$ cat src/rtl/gyro_axil_init_seq_if.sv
// AXI-lite read/write channel bundle shared between the init sequencer and gyro_top.
// producer = AXI-lite master side, consumer = slave side.
interface axil_rw_if #(
    parameter int AW = 32,
    parameter int DW = 32
);
    logic [AW-1:0]   awaddr;
    logic [2:0]      awprot;
    logic            awvalid;
    logic            awready;
    logic [DW-1:0]   wdata;
    logic [DW/8-1:0] wstrb;
    logic            wvalid;
    logic            wready;
    logic [1:0]      bresp;
    logic            bvalid;
    logic            bready;
    logic [AW-1:0]   araddr;
    logic [2:0]      arprot;
    logic            arvalid;
    logic            arready;
    logic [DW-1:0]   rdata;
    logic [1:0]      rresp;
    logic            rvalid;
    logic            rready;

    modport producer (
        output awaddr, awprot, awvalid, wdata, wstrb, wvalid, bready,
        output araddr, arprot, arvalid, rready,
        input  awready, wready, bresp, bvalid, arready, rdata, rresp, rvalid
    );

    modport consumer (
        input  awaddr, awprot, awvalid, wdata, wstrb, wvalid, bready,
        input  araddr, arprot, arvalid, rready,
        output awready, wready, bresp, bvalid, arready, rdata, rresp, rvalid
    );
endinterface

$ cat src/rtl/gyro_axil_init_seq.sv
// Table-driven AXI-lite boot sequencer (WRITE / POLL / WAIT) that configures gyro_top after a start pulse.
// Optional per-handshake stall timeout: define GYRO_INIT_SEQ_HS_TIMEOUT_EN.
module gyro_axil_init_seq #(
    parameter int  AW         = 32,
    parameter int  DW         = 32,
    parameter int  DEPTH      = 16,
    parameter int  POLL_MAX   = 1024,
    parameter int  HS_TIMEOUT = 4096,
    localparam int IW         = $clog2(DEPTH)
) (
    input  logic          clk,
    input  logic          rst_n,
    input  logic          start,
    input  logic          tbl_we,
    input  logic [IW-1:0] tbl_idx,
    input  logic [1:0]    tbl_op,
    input  logic [AW-1:0] tbl_addr,
    input  logic [DW-1:0] tbl_data,
    input  logic [DW-1:0] tbl_mask,
    output logic          busy,
    output logic          done,
    output logic          err,
    output logic [2:0]    err_code,
    output logic [IW-1:0] err_idx,
    axil_rw_if.producer   m_axil_if
);
    localparam logic [2:0] S_IDLE  = 3'd0;
    localparam logic [2:0] S_FETCH = 3'd1;
    localparam logic [2:0] S_WR    = 3'd2;
    localparam logic [2:0] S_WR_B  = 3'd3;
    localparam logic [2:0] S_RD    = 3'd4;
    localparam logic [2:0] S_RD_R  = 3'd5;
    localparam logic [2:0] S_WAIT  = 3'd6;
    localparam logic [2:0] S_FIN   = 3'd7;

    localparam logic [1:0] OP_END   = 2'd0;
    localparam logic [1:0] OP_WRITE = 2'd1;
    localparam logic [1:0] OP_POLL  = 2'd2;
    localparam logic [1:0] OP_WAIT  = 2'd3;

    localparam int RW = $clog2(POLL_MAX);

    if (DW != 32 || POLL_MAX < 2 || HS_TIMEOUT < 2) begin : g_param_check
        $error("gyro_axil_init_seq: DW must be 32, POLL_MAX and HS_TIMEOUT at least 2");
    end

    logic [1:0]    r_tbl_op   [DEPTH];
    logic [AW-1:0] r_tbl_addr [DEPTH];
    logic [DW-1:0] r_tbl_data [DEPTH];
    logic [DW-1:0] r_tbl_mask [DEPTH];

    logic [2:0]    r_state;
    logic [IW-1:0] r_idx;
    logic [AW-1:0] r_addr;
    logic [DW-1:0] r_data;
    logic [DW-1:0] r_mask;
    logic [DW-1:0] r_wait_cnt;
    logic          r_wait_poll;
    logic [RW-1:0] r_retry;
    logic          r_err;
    logic [2:0]    r_err_code;
    logic [IW-1:0] r_err_idx;
    logic          r_awvalid;
    logic          r_wvalid;
    logic          r_bready;
    logic          r_arvalid;
    logic          r_rready;

    logic w_busy;
    logic w_last;
    logic w_match;
    logic w_aw_ok;
    logic w_w_ok;
    logic w_hs_timeout;

    assign w_busy  = (r_state != S_IDLE) && (r_state != S_FIN);
    assign w_last  = (r_idx == IW'(DEPTH - 1));
    assign w_match = ((m_axil_if.rdata & r_mask) == (r_data & r_mask));
    // A channel is finished once its valid has dropped or it is being accepted this cycle.
    assign w_aw_ok = !r_awvalid || m_axil_if.awready;
    assign w_w_ok  = !r_wvalid  || m_axil_if.wready;

`ifdef GYRO_INIT_SEQ_HS_TIMEOUT_EN
    localparam int TW = $clog2(HS_TIMEOUT + 1);

    logic [2:0]    r_state_d;
    logic [TW-1:0] r_stall;
    logic [TW-1:0] w_stall;
    logic          w_hs_state;

    // Count restarts from zero on the first cycle of every newly entered state.
    assign w_stall      = (r_state == r_state_d) ? r_stall : '0;
    assign w_hs_state   = (r_state == S_WR) || (r_state == S_WR_B) ||
                          (r_state == S_RD) || (r_state == S_RD_R);
    assign w_hs_timeout = w_hs_state && (w_stall == TW'(HS_TIMEOUT - 1));

    always_ff @(posedge clk or negedge rst_n) begin
        if (!rst_n) begin
            r_state_d <= S_IDLE;
            r_stall   <= '0;
        end else begin
            r_state_d <= r_state;
            r_stall   <= w_hs_state ? (w_stall + 1'b1) : '0;
        end
    end
`else
    assign w_hs_timeout = 1'b0;
`endif

    always_ff @(posedge clk or negedge rst_n) begin
        if (!rst_n) begin
            for (int i = 0; i < DEPTH; i++) r_tbl_op[i] <= OP_END;
        end else if (tbl_we && !w_busy) begin
            r_tbl_op[tbl_idx] <= tbl_op;
        end
    end

    always_ff @(posedge clk) begin
        if (tbl_we && !w_busy) begin
            r_tbl_addr[tbl_idx] <= tbl_addr;
            r_tbl_data[tbl_idx] <= tbl_data;
            r_tbl_mask[tbl_idx] <= tbl_mask;
        end
    end

    // Handshake: a valid rises only on entry to its state and falls only in the cycle its
    // valid&ready completes (or on a stall timeout); address/data registers never change while a valid is high.
    always_ff @(posedge clk or negedge rst_n) begin
        if (!rst_n) begin
            r_state     <= S_IDLE;
            r_idx       <= '0;
            r_addr      <= '0;
            r_data      <= '0;
            r_mask      <= '0;
            r_wait_cnt  <= '0;
            r_wait_poll <= 1'b0;
            r_retry     <= '0;
            r_err       <= 1'b0;
            r_err_code  <= 3'd0;
            r_err_idx   <= '0;
            r_awvalid   <= 1'b0;
            r_wvalid    <= 1'b0;
            r_bready    <= 1'b0;
            r_arvalid   <= 1'b0;
            r_rready    <= 1'b0;
        end else begin
            case (r_state)
                S_IDLE: begin
                    if (start) begin
                        r_idx      <= '0;
                        r_err      <= 1'b0;
                        r_err_code <= 3'd0;
                        r_err_idx  <= '0;
                        r_state    <= S_FETCH;
                    end
                end
                S_FETCH: begin
                    r_addr      <= r_tbl_addr[r_idx];
                    r_data      <= r_tbl_data[r_idx];
                    r_mask      <= r_tbl_mask[r_idx];
                    r_retry     <= '0;
                    r_wait_poll <= 1'b0;
                    case (r_tbl_op[r_idx])
                        OP_WRITE: begin
                            r_awvalid <= 1'b1;
                            r_wvalid  <= 1'b1;
                            r_state   <= S_WR;
                        end
                        OP_POLL: begin
                            r_arvalid <= 1'b1;
                            r_state   <= S_RD;
                        end
                        OP_WAIT: begin
                            r_wait_cnt <= r_tbl_data[r_idx];
                            r_state    <= S_WAIT;
                        end
                        default: r_state <= S_FIN;
                    endcase
                end
                S_WR: begin
                    if (w_hs_timeout) begin
                        r_awvalid  <= 1'b0;
                        r_wvalid   <= 1'b0;
                        r_err      <= 1'b1;
                        r_err_code <= 3'd4;
                        r_err_idx  <= r_idx;
                        r_state    <= S_FIN;
                    end else begin
                        if (r_awvalid && m_axil_if.awready) r_awvalid <= 1'b0;
                        if (r_wvalid && m_axil_if.wready) r_wvalid <= 1'b0;
                        if (w_aw_ok && w_w_ok) begin
                            r_bready <= 1'b1;
                            r_state  <= S_WR_B;
                        end
                    end
                end
                S_WR_B: begin
                    if (w_hs_timeout) begin
                        r_bready   <= 1'b0;
                        r_err      <= 1'b1;
                        r_err_code <= 3'd4;
                        r_err_idx  <= r_idx;
                        r_state    <= S_FIN;
                    end else if (m_axil_if.bvalid) begin
                        r_bready <= 1'b0;
                        if (m_axil_if.bresp != 2'b00) begin
                            r_err      <= 1'b1;
                            r_err_code <= 3'd1;
                            r_err_idx  <= r_idx;
                            r_state    <= S_FIN;
                        end else if (w_last) begin
                            r_state <= S_FIN;
                        end else begin
                            r_idx   <= r_idx + 1'b1;
                            r_state <= S_FETCH;
                        end
                    end
                end
                S_RD: begin
                    if (w_hs_timeout) begin
                        r_arvalid  <= 1'b0;
                        r_err      <= 1'b1;
                        r_err_code <= 3'd4;
                        r_err_idx  <= r_idx;
                        r_state    <= S_FIN;
                    end else if (m_axil_if.arready) begin
                        r_arvalid <= 1'b0;
                        r_rready  <= 1'b1;
                        r_state   <= S_RD_R;
                    end
                end
                S_RD_R: begin
                    if (w_hs_timeout) begin
                        r_rready   <= 1'b0;
                        r_err      <= 1'b1;
                        r_err_code <= 3'd4;
                        r_err_idx  <= r_idx;
                        r_state    <= S_FIN;
                    end else if (m_axil_if.rvalid) begin
                        r_rready <= 1'b0;
                        if (m_axil_if.rresp != 2'b00) begin
                            r_err      <= 1'b1;
                            r_err_code <= 3'd2;
                            r_err_idx  <= r_idx;
                            r_state    <= S_FIN;
                        end else if (w_match) begin
                            if (w_last) begin
                                r_state <= S_FIN;
                            end else begin
                                r_idx   <= r_idx + 1'b1;
                                r_state <= S_FETCH;
                            end
                        end else if (r_retry == RW'(POLL_MAX - 1)) begin
                            r_err      <= 1'b1;
                            r_err_code <= 3'd3;
                            r_err_idx  <= r_idx;
                            r_state    <= S_FIN;
                        end else begin
                            // Single idle cycle between poll attempts reuses the WAIT state.
                            r_retry     <= r_retry + 1'b1;
                            r_wait_poll <= 1'b1;
                            r_wait_cnt  <= '0;
                            r_state     <= S_WAIT;
                        end
                    end
                end
                S_WAIT: begin
                    if (r_wait_cnt != '0) begin
                        r_wait_cnt <= r_wait_cnt - 1'b1;
                    end else if (r_wait_poll) begin
                        r_wait_poll <= 1'b0;
                        r_arvalid   <= 1'b1;
                        r_state     <= S_RD;
                    end else if (w_last) begin
                        r_state <= S_FIN;
                    end else begin
                        r_idx   <= r_idx + 1'b1;
                        r_state <= S_FETCH;
                    end
                end
                default: r_state <= S_IDLE;
            endcase
        end
    end

    assign busy     = w_busy;
    assign done     = (r_state == S_FIN);
    assign err      = r_err;
    assign err_code = r_err_code;
    assign err_idx  = r_err_idx;

    assign m_axil_if.awaddr  = r_addr;
    assign m_axil_if.awprot  = 3'b000;
    assign m_axil_if.awvalid = r_awvalid;
    assign m_axil_if.wdata   = r_data;
    assign m_axil_if.wstrb   = '1;
    assign m_axil_if.wvalid  = r_wvalid;
    assign m_axil_if.bready  = r_bready;
    assign m_axil_if.araddr  = r_addr;
    assign m_axil_if.arprot  = 3'b000;
    assign m_axil_if.arvalid = r_arvalid;
    assign m_axil_if.rready  = r_rready;
endmodule

$ cat src/flat_wrapper.sv
// flat-port wrapper written by rule: the top's interface ports become plain ports
module gyro_axil_init_seq_flat 
#(
    parameter int  AW         = 32,
    parameter int  DW         = 32,
    parameter int  DEPTH      = 16,
    parameter int  POLL_MAX   = 1024,
    parameter int  HS_TIMEOUT = 4096,
    localparam int IW         = $clog2(DEPTH)
)
  (clk, rst_n, start, tbl_we, tbl_idx, tbl_op, tbl_addr, tbl_data, tbl_mask, busy, done, err, err_code, err_idx, m_axil_if_awaddr, m_axil_if_awprot, m_axil_if_awvalid, m_axil_if_wdata, m_axil_if_wstrb, m_axil_if_wvalid, m_axil_if_bready, m_axil_if_araddr, m_axil_if_arprot, m_axil_if_arvalid, m_axil_if_rready, m_axil_if_awready, m_axil_if_wready, m_axil_if_bresp, m_axil_if_bvalid, m_axil_if_arready, m_axil_if_rdata, m_axil_if_rresp, m_axil_if_rvalid);
  axil_rw_if #(.AW(AW), .DW(DW)) m_axil_if_i ();
  input  logic clk;
  input  logic rst_n;
  input  logic start;
  input  logic tbl_we;
  input  logic [IW-1:0] tbl_idx;
  input  logic [1:0] tbl_op;
  input  logic [AW-1:0] tbl_addr;
  input  logic [DW-1:0] tbl_data;
  input  logic [DW-1:0] tbl_mask;
  output logic busy;
  output logic done;
  output logic err;
  output logic [2:0] err_code;
  output logic [IW-1:0] err_idx;
  output wire logic [$bits(m_axil_if_i.awaddr)-1:0] m_axil_if_awaddr;
  output wire logic [$bits(m_axil_if_i.awprot)-1:0] m_axil_if_awprot;
  output wire logic [$bits(m_axil_if_i.awvalid)-1:0] m_axil_if_awvalid;
  output wire logic [$bits(m_axil_if_i.wdata)-1:0] m_axil_if_wdata;
  output wire logic [$bits(m_axil_if_i.wstrb)-1:0] m_axil_if_wstrb;
  output wire logic [$bits(m_axil_if_i.wvalid)-1:0] m_axil_if_wvalid;
  output wire logic [$bits(m_axil_if_i.bready)-1:0] m_axil_if_bready;
  output wire logic [$bits(m_axil_if_i.araddr)-1:0] m_axil_if_araddr;
  output wire logic [$bits(m_axil_if_i.arprot)-1:0] m_axil_if_arprot;
  output wire logic [$bits(m_axil_if_i.arvalid)-1:0] m_axil_if_arvalid;
  output wire logic [$bits(m_axil_if_i.rready)-1:0] m_axil_if_rready;
  input wire logic [$bits(m_axil_if_i.awready)-1:0] m_axil_if_awready;
  input wire logic [$bits(m_axil_if_i.wready)-1:0] m_axil_if_wready;
  input wire logic [$bits(m_axil_if_i.bresp)-1:0] m_axil_if_bresp;
  input wire logic [$bits(m_axil_if_i.bvalid)-1:0] m_axil_if_bvalid;
  input wire logic [$bits(m_axil_if_i.arready)-1:0] m_axil_if_arready;
  input wire logic [$bits(m_axil_if_i.rdata)-1:0] m_axil_if_rdata;
  input wire logic [$bits(m_axil_if_i.rresp)-1:0] m_axil_if_rresp;
  input wire logic [$bits(m_axil_if_i.rvalid)-1:0] m_axil_if_rvalid;
  assign m_axil_if_awaddr = m_axil_if_i.awaddr;
  assign m_axil_if_awprot = m_axil_if_i.awprot;
  assign m_axil_if_awvalid = m_axil_if_i.awvalid;
  assign m_axil_if_wdata = m_axil_if_i.wdata;
  assign m_axil_if_wstrb = m_axil_if_i.wstrb;
  assign m_axil_if_wvalid = m_axil_if_i.wvalid;
  assign m_axil_if_bready = m_axil_if_i.bready;
  assign m_axil_if_araddr = m_axil_if_i.araddr;
  assign m_axil_if_arprot = m_axil_if_i.arprot;
  assign m_axil_if_arvalid = m_axil_if_i.arvalid;
  assign m_axil_if_rready = m_axil_if_i.rready;
  assign m_axil_if_i.awready = m_axil_if_awready;
  assign m_axil_if_i.wready = m_axil_if_wready;
  assign m_axil_if_i.bresp = m_axil_if_bresp;
  assign m_axil_if_i.bvalid = m_axil_if_bvalid;
  assign m_axil_if_i.arready = m_axil_if_arready;
  assign m_axil_if_i.rdata = m_axil_if_rdata;
  assign m_axil_if_i.rresp = m_axil_if_rresp;
  assign m_axil_if_i.rvalid = m_axil_if_rvalid;
  gyro_axil_init_seq #(.AW(AW), .DW(DW), .DEPTH(DEPTH), .POLL_MAX(POLL_MAX), .HS_TIMEOUT(HS_TIMEOUT)) u_core (.clk(clk), .rst_n(rst_n), .start(start), .tbl_we(tbl_we), .tbl_idx(tbl_idx), .tbl_op(tbl_op), .tbl_addr(tbl_addr), .tbl_data(tbl_data), .tbl_mask(tbl_mask), .busy(busy), .done(done), .err(err), .err_code(err_code), .err_idx(err_idx), .m_axil_if(m_axil_if_i));
endmodule
$ cat config.mk
export PLATFORM = sky130hd
export DESIGN_NAME = gyro_axil_init_seq_flat
export DESIGN_NICKNAME = d
export VERILOG_FILES = /design/src/rtl/gyro_axil_init_seq_if.sv /design/src/rtl/gyro_axil_init_seq.sv /design/src/flat_wrapper.sv
export SDC_FILE = /design/constraint.sdc
export NUM_CORES = 2
export LEC_CHECK = 0
export BUFFER_PORTS_ARGS = -buffer_cell sky130_fd_sc_hd__buf_2
export CORE_UTILIZATION = 30
export DETAILED_ROUTE_END_ITERATION = 12
export MAX_ROUTING_LAYER = met4
export PLACE_DENSITY = 0.49
export SYNTH_ARGS = -nofsm -noshare
export SYNTH_HDL_FRONTEND = slang
export SYNTH_SLANG_ARGS = --single-unit
$ cat constraint.sdc
create_clock -name clk -period 19.4 [get_ports clk]
set_clock_uncertainty 0.2 [all_clocks]
set_input_delay 0.97 -clock clk [delete_from_list [all_inputs] [get_ports clk]]
set_output_delay 0.97 -clock clk [all_outputs]
set_load 0.01 [all_outputs]
After elaboration in Yosys (flattened, before gate mapping)
Memories as Yosys holds them, arrays and structs flattened. A register that Yosys moved wholly into a read port is not among the register bits.
Cells that the tools add are included.
{"block": "classes", "n_mux": 89, "order_cmp": 3, "addsub": 3, "reduce_logical": 37, "n_bitwise": 4, "eq_ne": 36}
{"cell": "$mux 32", "n": 6}
{"cell": "$pmux 32 s3", "n": 1}
{"cell": "$and 32x32->32", "n": 2}
{"cell": "$mux 4", "n": 15}
{"cell": "$mux 3", "n": 18}
{"cell": "$mux 10", "n": 4}
{"cell": "$bwmux 32", "n": 1}
{"cell": "$eq 32x32->1", "n": 1}
{"cell": "$reduce_bool 32->1", "n": 1}
{"cell": "$sub 32x1->32 const B", "n": 1}
{"cell": "$mux 1", "n": 26}
{"cell": "$pmux 3 s7", "n": 1}
{"cell": "$ne 2x1->1 const B", "n": 10}
{"cell": "$ne 2x2->1 const B", "n": 10}
{"cell": "$pmux 10 s2", "n": 1}
{"cell": "$pmux 3 s3", "n": 2}
{"cell": "$pmux 4 s4", "n": 1}
{"cell": "$reduce_and 7->1", "n": 2}
{"cell": "$eq 3x3->1 const B", "n": 4}
{"cell": "$pmux 4 s3", "n": 1}
{"cell": "$reduce_and 3->1", "n": 4}
{"cell": "$reduce_and 6->1", "n": 2}
{"cell": "$reduce_bool 2->1", "n": 6}
{"cell": "$reduce_bool 3->1", "n": 4}
{"cell": "other kinds (25)", "n": 48}
{"block": "totals", "wordCells": 205, "ramBits": 1536, "mem_count": 3, "register_bits": 127}
{"memory": "u_core.r_tbl_addr", "words": 16, "width": 32, "rd": 1, "rd_clocked_by_memory_dff": 1, "write_ports": 1, "line": "gyro_axil_init_seq.sv:48", "text": "logic [AW-1:0] r_tbl_addr [DEPTH];"}
{"memory": "u_core.r_tbl_data", "words": 16, "width": 32, "rd": 1, "rd_clocked_by_memory_dff": 0, "write_ports": 1, "line": "gyro_axil_init_seq.sv:49", "text": "logic [DW-1:0] r_tbl_data [DEPTH];"}
{"memory": "u_core.r_tbl_mask", "words": 16, "width": 32, "rd": 1, "rd_clocked_by_memory_dff": 1, "write_ports": 1, "line": "gyro_axil_init_seq.sv:50", "text": "logic [DW-1:0] r_tbl_mask [DEPTH];"}

Depth between registers and ports, before layout
{"block": "depth", "word_depth": 7, "mapped_depth": 12, "mapped_depth_nobuf": 9}

Worst setup path after synthesis
OpenSTA, ideal clock, no wires.
{"block": "synth_timing", "path_type": "reg2reg", "from": "register u_core.r_state[0]", "to": "register u_core.r_tbl_op[26] (netlist bit)", "synth_period_minus_slack_ns": 9.388, "path_buffers": 1, "stages_incl_launch_ff": 8, "arrival_ns": 9.089, "setup_time_ns": 0.099, "path_slack_ns": 10.012, "path_cell_list": "dfrtp_1 clkbuf_1 and3_1 o21bai_1 nand2_1 or2_2 nor3_1 mux2_2"}
{"block": "synth_between", "elab_chain_len": 4, "elab_cells_between_ends": 5, "cone_classes": "eq/ne (1); reduce/logical (4)"}
{"item": "from (decl)", "line": "gyro_axil_init_seq.sv:52", "text": "logic [2:0] r_state;"}
{"item": "from (signal assigned)", "line": "gyro_axil_init_seq.sv:130", "text": "r_state <= S_IDLE;"}
{"item": "from (signal assigned)", "line": "gyro_axil_init_seq.sv:154", "text": "r_state <= S_FETCH;"}
{"item": "from (signal assigned)", "line": "gyro_axil_init_seq.sv:167", "text": "r_state <= S_WR;"}
{"item": "$ne 3x3->1 or $reduce_bool 3->1 (tied branches)", "line": "gyro_axil_init_seq.sv:76", "text": "assign w_busy = (r_state != S_IDLE) && (r_state != S_FIN);"}
{"item": "$logic_and 1x1->1 (*)", "line": "gyro_axil_init_seq.sv:76"}
{"item": "$logic_not 1->1 (*)", "line": "gyro_axil_init_seq.sv:113", "text": "end else if (tbl_we && !w_busy) begin"}
{"item": "$logic_and 1x1->1 (*)", "line": "gyro_axil_init_seq.sv:113"}
{"item": "to (signal, indexed assignment)", "line": "gyro_axil_init_seq.sv:114", "text": "r_tbl_op[tbl_idx] <= tbl_op;"}
{"item": "to (decl)", "line": "gyro_axil_init_seq.sv:47", "text": "logic [1:0] r_tbl_op [DEPTH];"}
Mark *: on every way between the ends. The rest lies on a longest branch, timed or not.
A chain may end at the register's enable or synchronous reset.

Worst setup path after layout
{"block": "layout_timing", "from": "register u_core.r_idx[0]", "to": "register u_core.r_wait_cnt[13]"}
{"block": "layout_between", "elab_chain_len": 7, "elab_cells_between_ends": 10, "cone_classes": "eq/ne (2); mux (5); bitwise (1); reduce/logical (1); memory (1)"}
{"item": "from (decl)", "line": "gyro_axil_init_seq.sv:53", "text": "logic [IW-1:0] r_idx;"}
{"item": "from (signal assigned)", "line": "gyro_axil_init_seq.sv:214", "text": "r_idx <= r_idx + 1'b1;"}
{"item": "from (signal assigned)", "line": "gyro_axil_init_seq.sv:250", "text": "r_idx <= r_idx + 1'b1;"}
{"item": "from (signal assigned)", "line": "gyro_axil_init_seq.sv:277", "text": "r_idx <= r_idx + 1'b1;"}
{"item": "$not 4->5 (not written as such)", "line": "gyro_axil_init_seq.sv:163", "text": "case (r_tbl_op[r_idx])"}
{"item": "$bmux 2 s4", "line": "gyro_axil_init_seq.sv:163"}
{"item": "$mux 2 (not written as such) (2 in series)", "line": "gyro_axil_init_seq.sv:163"}
{"item": "$eq 2x2->1", "line": "gyro_axil_init_seq.sv:163"}
{"item": "$ne 2x1->1 (no line)"}
{"item": "$reduce_and 7->1 (no line)"}
{"item": "to (signal assigned)", "line": "gyro_axil_init_seq.sv:174", "text": "r_wait_cnt <= r_tbl_data[r_idx];"}
{"item": "to (signal assigned)", "line": "gyro_axil_init_seq.sv:269", "text": "r_wait_cnt <= r_wait_cnt - 1'b1;"}
{"item": "to (decl)", "line": "gyro_axil_init_seq.sv:57", "text": "logic [DW-1:0] r_wait_cnt;"}
Parallel ways exist; a longest one is shown, timed or not. The select of a mux whose other input is x is not followed.

==> implementation parameters <==
Parameter                              Value

Setup path
  Worst path slowest cell    buf_4
  Arrival time of data at the critical path endpoint    5950 ps
  Series of cell instances along the critical path    buf_4, buf_4, mux4_2, mux2i_1, mux2_2, o21a_1, or2_2, a21oi_1, a22o_1
  Crit Path Max Fanout    46
  Delay contributed by the slowest stage of the critical path    930 ps
  Element type at the critical path end    flip-flop
  Cell occurring most often along the worst timing path    buf_4
  Worst Path Required    19950 ps
  Crit Path Category    flip-flop to flip-flop
  Critical path startpoint category    flip-flop

Route
  Vias per Instance    4.969
  Average wire per cell in the routed design    27.40 um
  Number of detailed-routing iterations run before antenna repair    7
  DRC errors left    0
  Number of nets with antenna violations after routing    0
  Initial detailed-routing violation count    2732
  Routed WL    183900 um
  Number of vias in the routed layout    33360

Global route
  Initial antenna violation count    51
  Vias in the first global route    34325
  First-pass GRT wire length    262500 um
  All-layer global routing usage    0.1680
  Aggregate global routing overflow    0
  Largest net degree at the start of global routing    99

Die
  Die Footprint    0.2262 mm2
  FP Rows    173
  Core region area    0.2225 mm2
  Die Span Y    475.6 um
  Horizontal die dimension    475.6 um
  I/O pin count    268
  Effective utilization at floorplan    0.3025

Cells and area
  Multi-input gate area    0.01550 mm2
  # nets final    3711
  Fraction of final layout cells with drive strength greater than 1    0.2988
  Sequential cell area    0.05089 mm2
  Most frequent standard cell in the layout excluding fill and tap cells    edfxtp_1
  Leading cell types in the layout, fill and taps excluded    1536 x edfxtp_1, 467 x mux4_2, 321 x nand2_1
  Synthesis-to-layout area growth    15.79%
  Number of fill cells    20824
  Non-filler instance count after layout    6713

Logic synthesis
  Number of flip-flops and latches in the synthesized netlist    1726
  Share of synthesized area occupied by flip-flops and latches    0.7560
  Async set or reset register ratio after synthesis    0.1101
  Post-synthesis cell count    3256
  Share of the synthesized area in the top cell type    0.6853
  Ys flop type    edfxtp_1
  Synthesis warning total    0
  Number of enable-type register cells in the synthesized netlist    1536
  Post-Syn Area per Cell    20.67 um2
  Library cell with the largest summed area after synthesis    edfxtp_1
  Largest cells by area after synthesis    edfxtp_1 69%, mux4_2 16%, dfrtp_1 7.1%
  Syn Std Cell Area    0.06730 mm2
  Number of library cell types mapped by synthesis    68

Placed design
  Quantity of I/O buffers inserted on ports    256
  Weighted congestion at the end of routability-driven global placement    0.8306
  HPWL after DPL    95270 um
  Inst Count DP    6350

Clocking
  Postcts setup bufs    0
  Clock Sink Count    1726
  Clk Tree Root Cell    clkbuf_16
  Maximum count of clock buffers along a single path    3
  Total CTS buffers    182
  Clock transition at the registers of the reported paths    60 ps
  Clock latency on the worst-skew pair    820 ps
  Clock H-tree levels    4
  CTS tree    yes

Timing
  Timing-limited maximum frequency    185.3 MHz
  Final Hold Fails    0
  Transition at the pin with the smallest max-transition slack    1126 ps
  Final total negative setup slack    0 ps
  Final clock period utilization by the worst path    0.2782
  Final-report setup violation count    0
  Worst max-slew margin expressed relative to the limit    0.2493
  RSZ-0062 raised after global routing    false
  Final Max Slew Viols    0
  Min Clock Period, post-route    5397 ps

Power
  Sequential share of power    0.448
  Total chip power    10.14 mW
  Share of power burned in the clock network    0.335
  Cell area power density    130.1 mW/mm2
  Power Internal    7.169 mW
  Gate power share    0.216
  Worst vdd rail ir drop    0.09010 mV
  Reported leakage power    25.19 nW
  Switching power share of the total    0.2927
  Net switching component of the power    2.967 mW

Hold path
  Class of the worst hold path    primary input to flip-flop

Status
  Status    complete, no violations

Job
  Maxcap violations    0
critical path, delay by kind of cell, from the launching register on:
family	cells	cell delay, ps
buffers and inverters	2	1680
AO/OA/AOI/OAI	3	1410
multiplexers	3	810
flip-flops	1	750
AND/OR/NAND/NOR	1	400
cell families after synthesis:
| family | count (synthesis) | synth area share |
|---|---|---|
| AO/OA/AOI/OAI | 226 | 0.02307 |
| XOR/XNOR | 32 | 0.004164 |
| adder cells (fa/ha/maj) | 4 | 0.0007437 |
| buffers and inverters | 228 | 0.01586 |
| flip-flops | 1726 | 0.7560 |
| multiplexers | 542 | 0.1682 |
| other | 2 | 0.0001116 |
| AND/OR/NAND/NOR | 496 | 0.03190 |
path summary, 6_finish.rpt:
| path | startpoint | end | slack [ps] | depth (start not counted) |
|---|---|---|---|---|
| worst max-delay path | u_core.r_idx[0]$_DFFE_PN0P_ | u_core.r_wait_cnt[13]$_DFFE_PN0P_ | 14000 | 9 |
| worst min-delay path | m_axil_if_bvalid | u_core.m_axil_if.bready$_DFFE_PN0P_ | 280 | 4 |
| worst max register to register | u_core.r_idx[0]$_DFFE_PN0P_ | u_core.r_wait_cnt[13]$_DFFE_PN0P_ | 14000 | 9 |
| worst min register to register | u_core.r_mask[1]$_DFFE_PN0P_ | u_core.r_mask[1]$_DFFE_PN0P_ | 290 | 2 |
| max in group asynchronous | rst_n | u_core.m_axil_if.araddr[7]$_DFFE_PN0P_ | 16820 | 3 |
| min in group asynchronous | rst_n | u_core.m_axil_if.wvalid$_DFFE_PN0P_ | 570 | 2 |
layout make-up:
| cell class | instances | share of cell area |
|---|---|---|
| diodes | 23 | 0.0007386 |
| well taps | 2975 | 0.04777 |
| multi-input cells | 1311 | 0.1989 |
| inverters | 23 | 0.001493 |
| clock inverters | 91 | 0.01090 |
| flip-flops and latches | 1726 | 0.6530 |
| repair buffers | 316 | 0.02399 |
| clock buffers | 248 | 0.06319 |
what timing repair did:
action | in CTS | in global routing
hold buffers | 1 | 0
endpoints found under the hold margin | 9 | 0
resized for setup | 0 | 0
power groups by stage:
stage	Combinational (mW)	Sequential [mW]	Clock, mW
2_1_floorplan	1.51	4.51	0
3_3_place_gp	2.23	4.63	0
3_5_place_dp	2.24	4.63	0
4_1_cts	2.24	4.55	3.48
5_1_grt	2.38	4.57	3.62
6_report	2.19	4.55	3.40
cell usage after synthesis (17+ instances only):
cell      instances
edfxtp_1       1536
mux4_2          467
nand2_1         322
dfrtp_1         190
clkbuf_1         97
nor2_1           61
o21ai_0          48
buf_4            45
mux2_2           40
mux2i_1          35
buf_2            34
a21oi_1          32
xor2_1           32
a22oi_1          31
buf_1            29
inv_1            21
nor3_1           18
o22ai_1          17
per-stage QoR:
stage	setup WS (ps)	utilization	area [um2]	hold WS, ps
after floorplan	10010	-	67340	246.1
after global placement	13870	0.3240	72090	264.7
after detailed placement	13850	0.3240	72090	270.1
after CTS	13850	0.3500	77870	200.2
after global routing	13550	0.3502	77930	272.2
final	14000	0.3502	77930	280.3
metal layers:
| metal | track usage | vias up | routed length (um) |
|---|---|---|---|
| li1 | - | 13980 | - |
| met4 | 0.04309 | 0 | 4223 |
| met5 | - | - | 0 |
| met1 | 0.2304 | 18184 | 83310 |
| met2 | 0.2576 | 947 | 87130 |
| met3 | 0.03002 | 249 | 9252 |
flip-flops by register name, summed over array words and instances, names as in the netlist:
register                  flops
u_core.err_code               2
u_core.r_state                3
u_core.m_axil_if.arvalid      1
u_core.m_axil_if.wvalid       1
u_core.err                    1
u_core.r_retry               10
u_core.m_axil_if.araddr      32
u_core.r_mask                32
u_core.r_tbl_data           512
u_core.m_axil_if.awvalid      1
u_core.m_axil_if.rready       1
u_core.r_tbl_addr           512
u_core.m_axil_if.wdata       32
u_core.r_idx                  4
u_core.r_wait_cnt            32
u_core.r_wait_poll            1
u_core.r_tbl_op              32
u_core.r_tbl_mask           512
u_core.m_axil_if.bready       1
u_core.err_idx                4
(Power assumes the default switching activity.)
